`src/rtl/heap_root_controller.sv`:
```
// Root-level controller of the pipelined heap: replace (pop minimum, push key) on the
// root record, hands the popped key downstream, then kicks off the level-1 sift-down.
`timescale 1ns/1ps
module heap_root_controller #(
  parameter int WIDTH = 15,
  parameter int SPACING = 4,
  parameter logic [WIDTH:0] SENTINEL = {(WIDTH+1){1'b1}}
) (
  input  logic             clk,
  input  logic             rst,
  input  logic             start,
  input  logic             in_valid,
  output logic             in_ready,
  input  logic [WIDTH:0]   in_data,
  output logic             out_valid,
  input  logic             out_ready,
  output logic [WIDTH:0]   out_data,
  output logic             out_empty,
  input  logic [WIDTH:0]   q_root,
  output logic [WIDTH:0]   data_root,
  output logic             wren_root,
  output logic             initialize,
  output logic             update_out,
  output logic             address_updated_out
);

  localparam int CNT_W = $clog2(SPACING + 1);

  typedef enum logic [2:0] {IDLE, INIT, READY, READ, WRITE, NOTIFY, GAP} state_t;

  state_t             state;
  logic [CNT_W-1:0]   gap_cnt;
  logic               notify_hold;
  logic [WIDTH:0]     key_p0;
  logic               accept;

  // A new request is only taken once the previous popped key has been delivered.
  assign in_ready            = (state == READY) && !out_valid;
  assign accept              = in_ready && in_valid;
  assign address_updated_out = 1'b0;

  // Stage p0: pushed key held until the root write
  always_ff @(posedge clk) begin
    if (accept) key_p0 <= in_data;
  end

  always_ff @(posedge clk or negedge rst) begin
    if (!rst) begin
      state       <= IDLE;
      gap_cnt     <= '0;
      notify_hold <= 1'b0;
      out_valid   <= 1'b0;
      out_empty   <= 1'b0;
      out_data    <= '0;
      data_root   <= '0;
      wren_root   <= 1'b0;
      initialize  <= 1'b0;
      update_out  <= 1'b0;
    end else begin
      wren_root  <= 1'b0;
      initialize <= 1'b0;
      if (out_valid && out_ready) out_valid <= 1'b0;
      case (state)
        IDLE: begin
          if (start) begin
            state      <= INIT;
            data_root  <= SENTINEL;
            wren_root  <= 1'b1;
            initialize <= 1'b1;
          end
        end
        INIT: begin
          state   <= GAP;
          gap_cnt <= CNT_W'(SPACING);
        end
        READY: begin
          if (accept) state <= READ;
        end
        READ: begin
          state     <= WRITE;
          data_root <= key_p0;
          wren_root <= 1'b1;
        end
        // q_root still shows the pre-write root here, i.e. the key being popped.
        WRITE: begin
          state       <= NOTIFY;
          out_data    <= q_root;
          out_empty   <= (q_root == SENTINEL);
          out_valid   <= 1'b1;
          update_out  <= 1'b1;
          notify_hold <= 1'b0;
        end
        NOTIFY: begin
          if (!notify_hold) begin
            notify_hold <= 1'b1;
          end else begin
            update_out <= 1'b0;
            gap_cnt    <= CNT_W'(SPACING);
            state      <= GAP;
          end
        end
        // Guard window so the level-1 swap lands through port B before the next root read.
        GAP: begin
          gap_cnt <= gap_cnt - 1'b1;
          if (gap_cnt <= CNT_W'(1)) state <= READY;
        end
        default: state <= IDLE;
      endcase
    end
  end

endmodule

```
`config.mk`:
```
export PLATFORM = sky130hd
export DESIGN_NAME = heap_root_controller
export DESIGN_NICKNAME = d
export VERILOG_FILES = /design/src/rtl/heap_root_controller.sv
export SDC_FILE = /design/constraint.sdc
export NUM_CORES = 1
export LEC_CHECK = 0
export BUFFER_PORTS_ARGS = -buffer_cell sky130_fd_sc_hd__buf_2
export CAP_MARGIN = 20
export CORE_MARGIN = 1.5
export CORE_UTILIZATION = 35
export CTS_BUF_LIST = sky130_fd_sc_hd__clkbuf_4 sky130_fd_sc_hd__clkbuf_8 sky130_fd_sc_hd__clkbuf_16
export CTS_CLUSTER_SIZE = 16
export DETAILED_ROUTE_END_ITERATION = 12
export PLACE_DENSITY = 0.69
export SYNTH_ARGS = -nofsm -noshare
export SYNTH_HDL_FRONTEND = slang
export SYNTH_SLANG_ARGS = --single-unit
```
`constraint.sdc`:
```
create_clock -name clk -period 1.6 [get_ports clk]
set_clock_uncertainty 0.1 [all_clocks]
set_input_delay 0.16 -clock clk [delete_from_list [all_inputs] [get_ports clk]]
set_output_delay 0.16 -clock clk [all_outputs]
set_load 0.05 [all_outputs]
```
==> impl_metrics.json <==
{
  "ys_top_cells_by_area": "dfrtp_1 (46%), edfxtp_1 (20%), o22a_1 (5.9%)",
  "path_depth": 2,
  "die_w_microns": 85.3,
  "antenna_left": 0,
  "drive_above_1_share": 0.480,
  "slowest_stage": "dfrtp_2",
  "clockBufferDepth": 2,
  "cts_buffers": 9,
  "outcome": "finished, violations left",
  "ys_ff_latch": 60,
  "synth_nets": 188,
  "drv_cap": 0,
  "wl_per_cell_microns": 14.8,
  "grt-ovfl-total": 0,
  "min_path_cells": 2,
  "cts_num_sinks": 60,
  "grt_pass1_wl_mm": 8.51,
  "critical_path_arrival_ps": 1290,
  "yosys-mux-area-fraction": 0.0997,
  "synthSimpleGateAreaFrac": 0.0759,
  "power_frac_clock": 0.176,
  "path_max_fanout": 2,
  "intPower_mw": 4.20,
  "yosys.area_share.xor_xnor": 0,
  "synthAdderAreaFrac": 0.0105,
  "htreeDepth": 3,
  "areaGrowthSynthToFinish_pct": 46.7,
  "pwr-share-comb": 0.497,
  "multi_input_area_sq_um": 733,
  "start_util": 0.367,
  "pwr_density_cell_nw_per_um2": 2160,
  "netSwitchingPower_mw": 3.32,
  "clock-root-buffer": "clkbuf_8",
  "setup_viol": 0,
  "drt_first_pass_iters": 9,
  "path_cells": "nor4b_4 > buf_6",
  "synth_top_family_by_area": "compound AO/OA/AOI/OAI gates",
  "num_rows": 29,
  "path_buf_inv": 1,
  "antenna_found_initial": 0,
  "maxUsedRoutingLayer": "met4",
  "synth_compound_area_frac": 0.111,
  "rsz0062_at_grt": "true",
  "slowest_delay_ps": 440,
  "pwr-share-seq": 0.326,
  "route.met3.wl_microns": 206,
  "hold_path.class": "in2reg",
  "fp.dieH_microns": 85.3,
  "r2r_cells": 4,
  "ioPinCount": 76,
  "wl_met2_mm": 2.63,
  "num-fill-cells": 544,
  "seqCellArea_sq_um": 1590,
  "insertion_delay_ps": 320,
  "clkTransAtPathRegs_ps": 70,
  "place_hpwl_mm": 3.44,
  "core-area_sq_um": 6460,
  "clock.fmax_mhz": 647,
  "port_buffers": 74,
  "synthCells": 149,
  "yosys.area.top_type_share": 0.464,
  "cp_data_required_time_ps": 1340,
  "violations": "DRC",
  "drtIter0Drc": 57,
  "synth_cell_types": 35,
  "finalHoldViolCount": 0,
  "place.gp.congestion": 0.737,
  "avgSynthCellArea_sq_um": 15.9,
  "leakage_nw": 1.51,
  "yosys_warnings": 0,
  "min_period_ps": 1550,
  "dpl_cell_area_sq_um": 2890,
  "startpoint_type": "flip-flop",
  "yosys.area.top_type": "dfrtp_1",
  "period_share": 0.967,
  "grt_pass1_vias": 1734,
  "path_delay_family": "flip-flops",
  "diodes": 0,
  "vdd_drop_max_mv": 1.33,
  "critPathKind": "reg2out",
  "vias": 1650,
  "cts_tree": "built",
  "wl_mm": 5.25,
  "grt_max_degree": 21,
  "syn_area_sq_um": 2370,
  "grtUsageTotal": 0.155,
  "dieArea_sq_um": 7280,
  "vias_per_cell": 4.66,
  "final_area_sq_um": 3480,
  "wl_met1_mm": 2.32,
  "slew_violations": 0,
  "yosysSeqAreaShare": 0.667,
  "p_sw_frac": 0.441,
  "layout.nets": 311,
  "drc": 6,
  "end_kind": "output pin",
  "power.total_mw": 7.52
}
## cell type report
class,instances,share of cell area
repair buffers,121,0.245
clock buffers,9,0.0356
inverters,3,0.00324
clock inverters,7,0.0219
flip-flops and latches,60,0.456
multi-input cells,77,0.211
well taps,77,0.0277
## path summary, 6_finish.rpt
check,startpoint,to,slack (ps)
setup / recovery,state[2],in_ready,50
hold / removal,start,initialize,20
setup reg to reg,state[0],out_data[3],80
hold reg to reg,key_p0[13],data_root[13],380
max in group asynchronous,rst,data_root[11],610
min in group asynchronous,rst,out_data[5],180
## flip-flops by register name, indices dropped and copies added (netlist names)
name	flops
data_root	16
gap_cnt	3
initialize	1
key_p0	16
notify_hold	1
out_data	16
out_empty	1
out_valid	1
state	3
update_out	1
wren_root	1
## cells in the final DEF (no fill, tap or decap), types with 3 or more instances in the layout
cell,Yosys,final
o22ai_1,3,3
nand4_1,4,4
a21oi_1,3,3
dfrtp_1,44,40
buf_2,3,73
buf_12,0,3
edfxtp_1,16,16
inv_1,3,3
o22a_1,16,16
buf_4,1,10
mux2_2,9,9
dlygate4sd3_1,0,34
clkbuf_8,0,9
nand2b_1,4,3
dfrtp_2,0,4
mux2_4,9,9
## cell usage after synthesis
cell and n:
a21o_1 2, a21oi_1 3, a22o_1 2, a2bb2oi_1 1
a31oi_1 2, and2_1 1, buf_2 3, buf_4 1
buf_6 4, clkbuf_1 1, conb_1 1, dfrtp_1 44
edfxtp_1 16, ha_1 2, inv_1 3, mux2_2 9
mux2_4 9, nand2_1 2, nand2b_1 4, nand2b_4 1
nand3b_1 1, nand3b_4 1, nand4_1 4, nand4b_1 1
nor2_1 1, nor2_4 1, nor2b_1 2, nor4_1 1
nor4b_1 1, nor4b_4 1, o21ai_0 2, o21ba_2 1
o21bai_1 2, o22a_1 16, o22ai_1 3
## stage by stage
step / TNS [ps] / hold WS (ps) / util / setup WS (ps) / instances
floorplan: -7030 / -236 / - / -420 / 149
global placement: 0 / 2.56 / 0.447 / 68.9 / 301
detailed placement: 0 / 1.02 / 0.447 / 11.8 / 301
CTS: 0 / 0.114 / 0.535 / 8.97 / 352
global route: -11.7 / 5.44 / 0.539 / -11.7 / 354
finish: 0 / 18.6 / 0.539 / 53.3 / 354
## power by group through the flow
stage	logic (mW)	registers, mW	clock network [mW]
2_1_floorplan	1.33	3.88	0
3_5_place_dp	3.56	2.50	0
5_1_grt	3.95	2.53	1.45
3_3_place_gp	3.52	2.47	0
4_1_cts	3.70	2.47	1.37
6_report	3.74	2.45	1.33
## worst register-to-register path, delay by kind of cell, from the launching register on
family                 cells  cell delay, ps
flip-flops                 1             460
buffers and inverters      2             370
multiplexers               1             360
AND/OR/NAND/NOR            1             130
## routing by layer
metal,vias up,track usage
li1,800,-
met1,794,0.198
met2,48,0.255
met3,8,0.0438
met4,0,0.0499
met5,-,0
## cell families (layout without fill, tap and decap cells)
group | Yosys count | count (layout)
buf+inv | 12 | 140
fa+ha+maj | 2 | 2
simple gates | 22 | 22
other cells | 1 | 1
flops | 60 | 60
mux | 18 | 18
compound gates | 34 | 34
## repair_timing
action / in CTS / in global routing
pin swaps: 0 / 1
endpoints found under the hold margin: 56 / 0
endpoints found under the setup margin: 1 / 14
resized for setup: 4 / 2
setup buffers: 1 / 2
hold buffers: 34 / 0
Note: power is estimated with default switching activity, not from simulation.
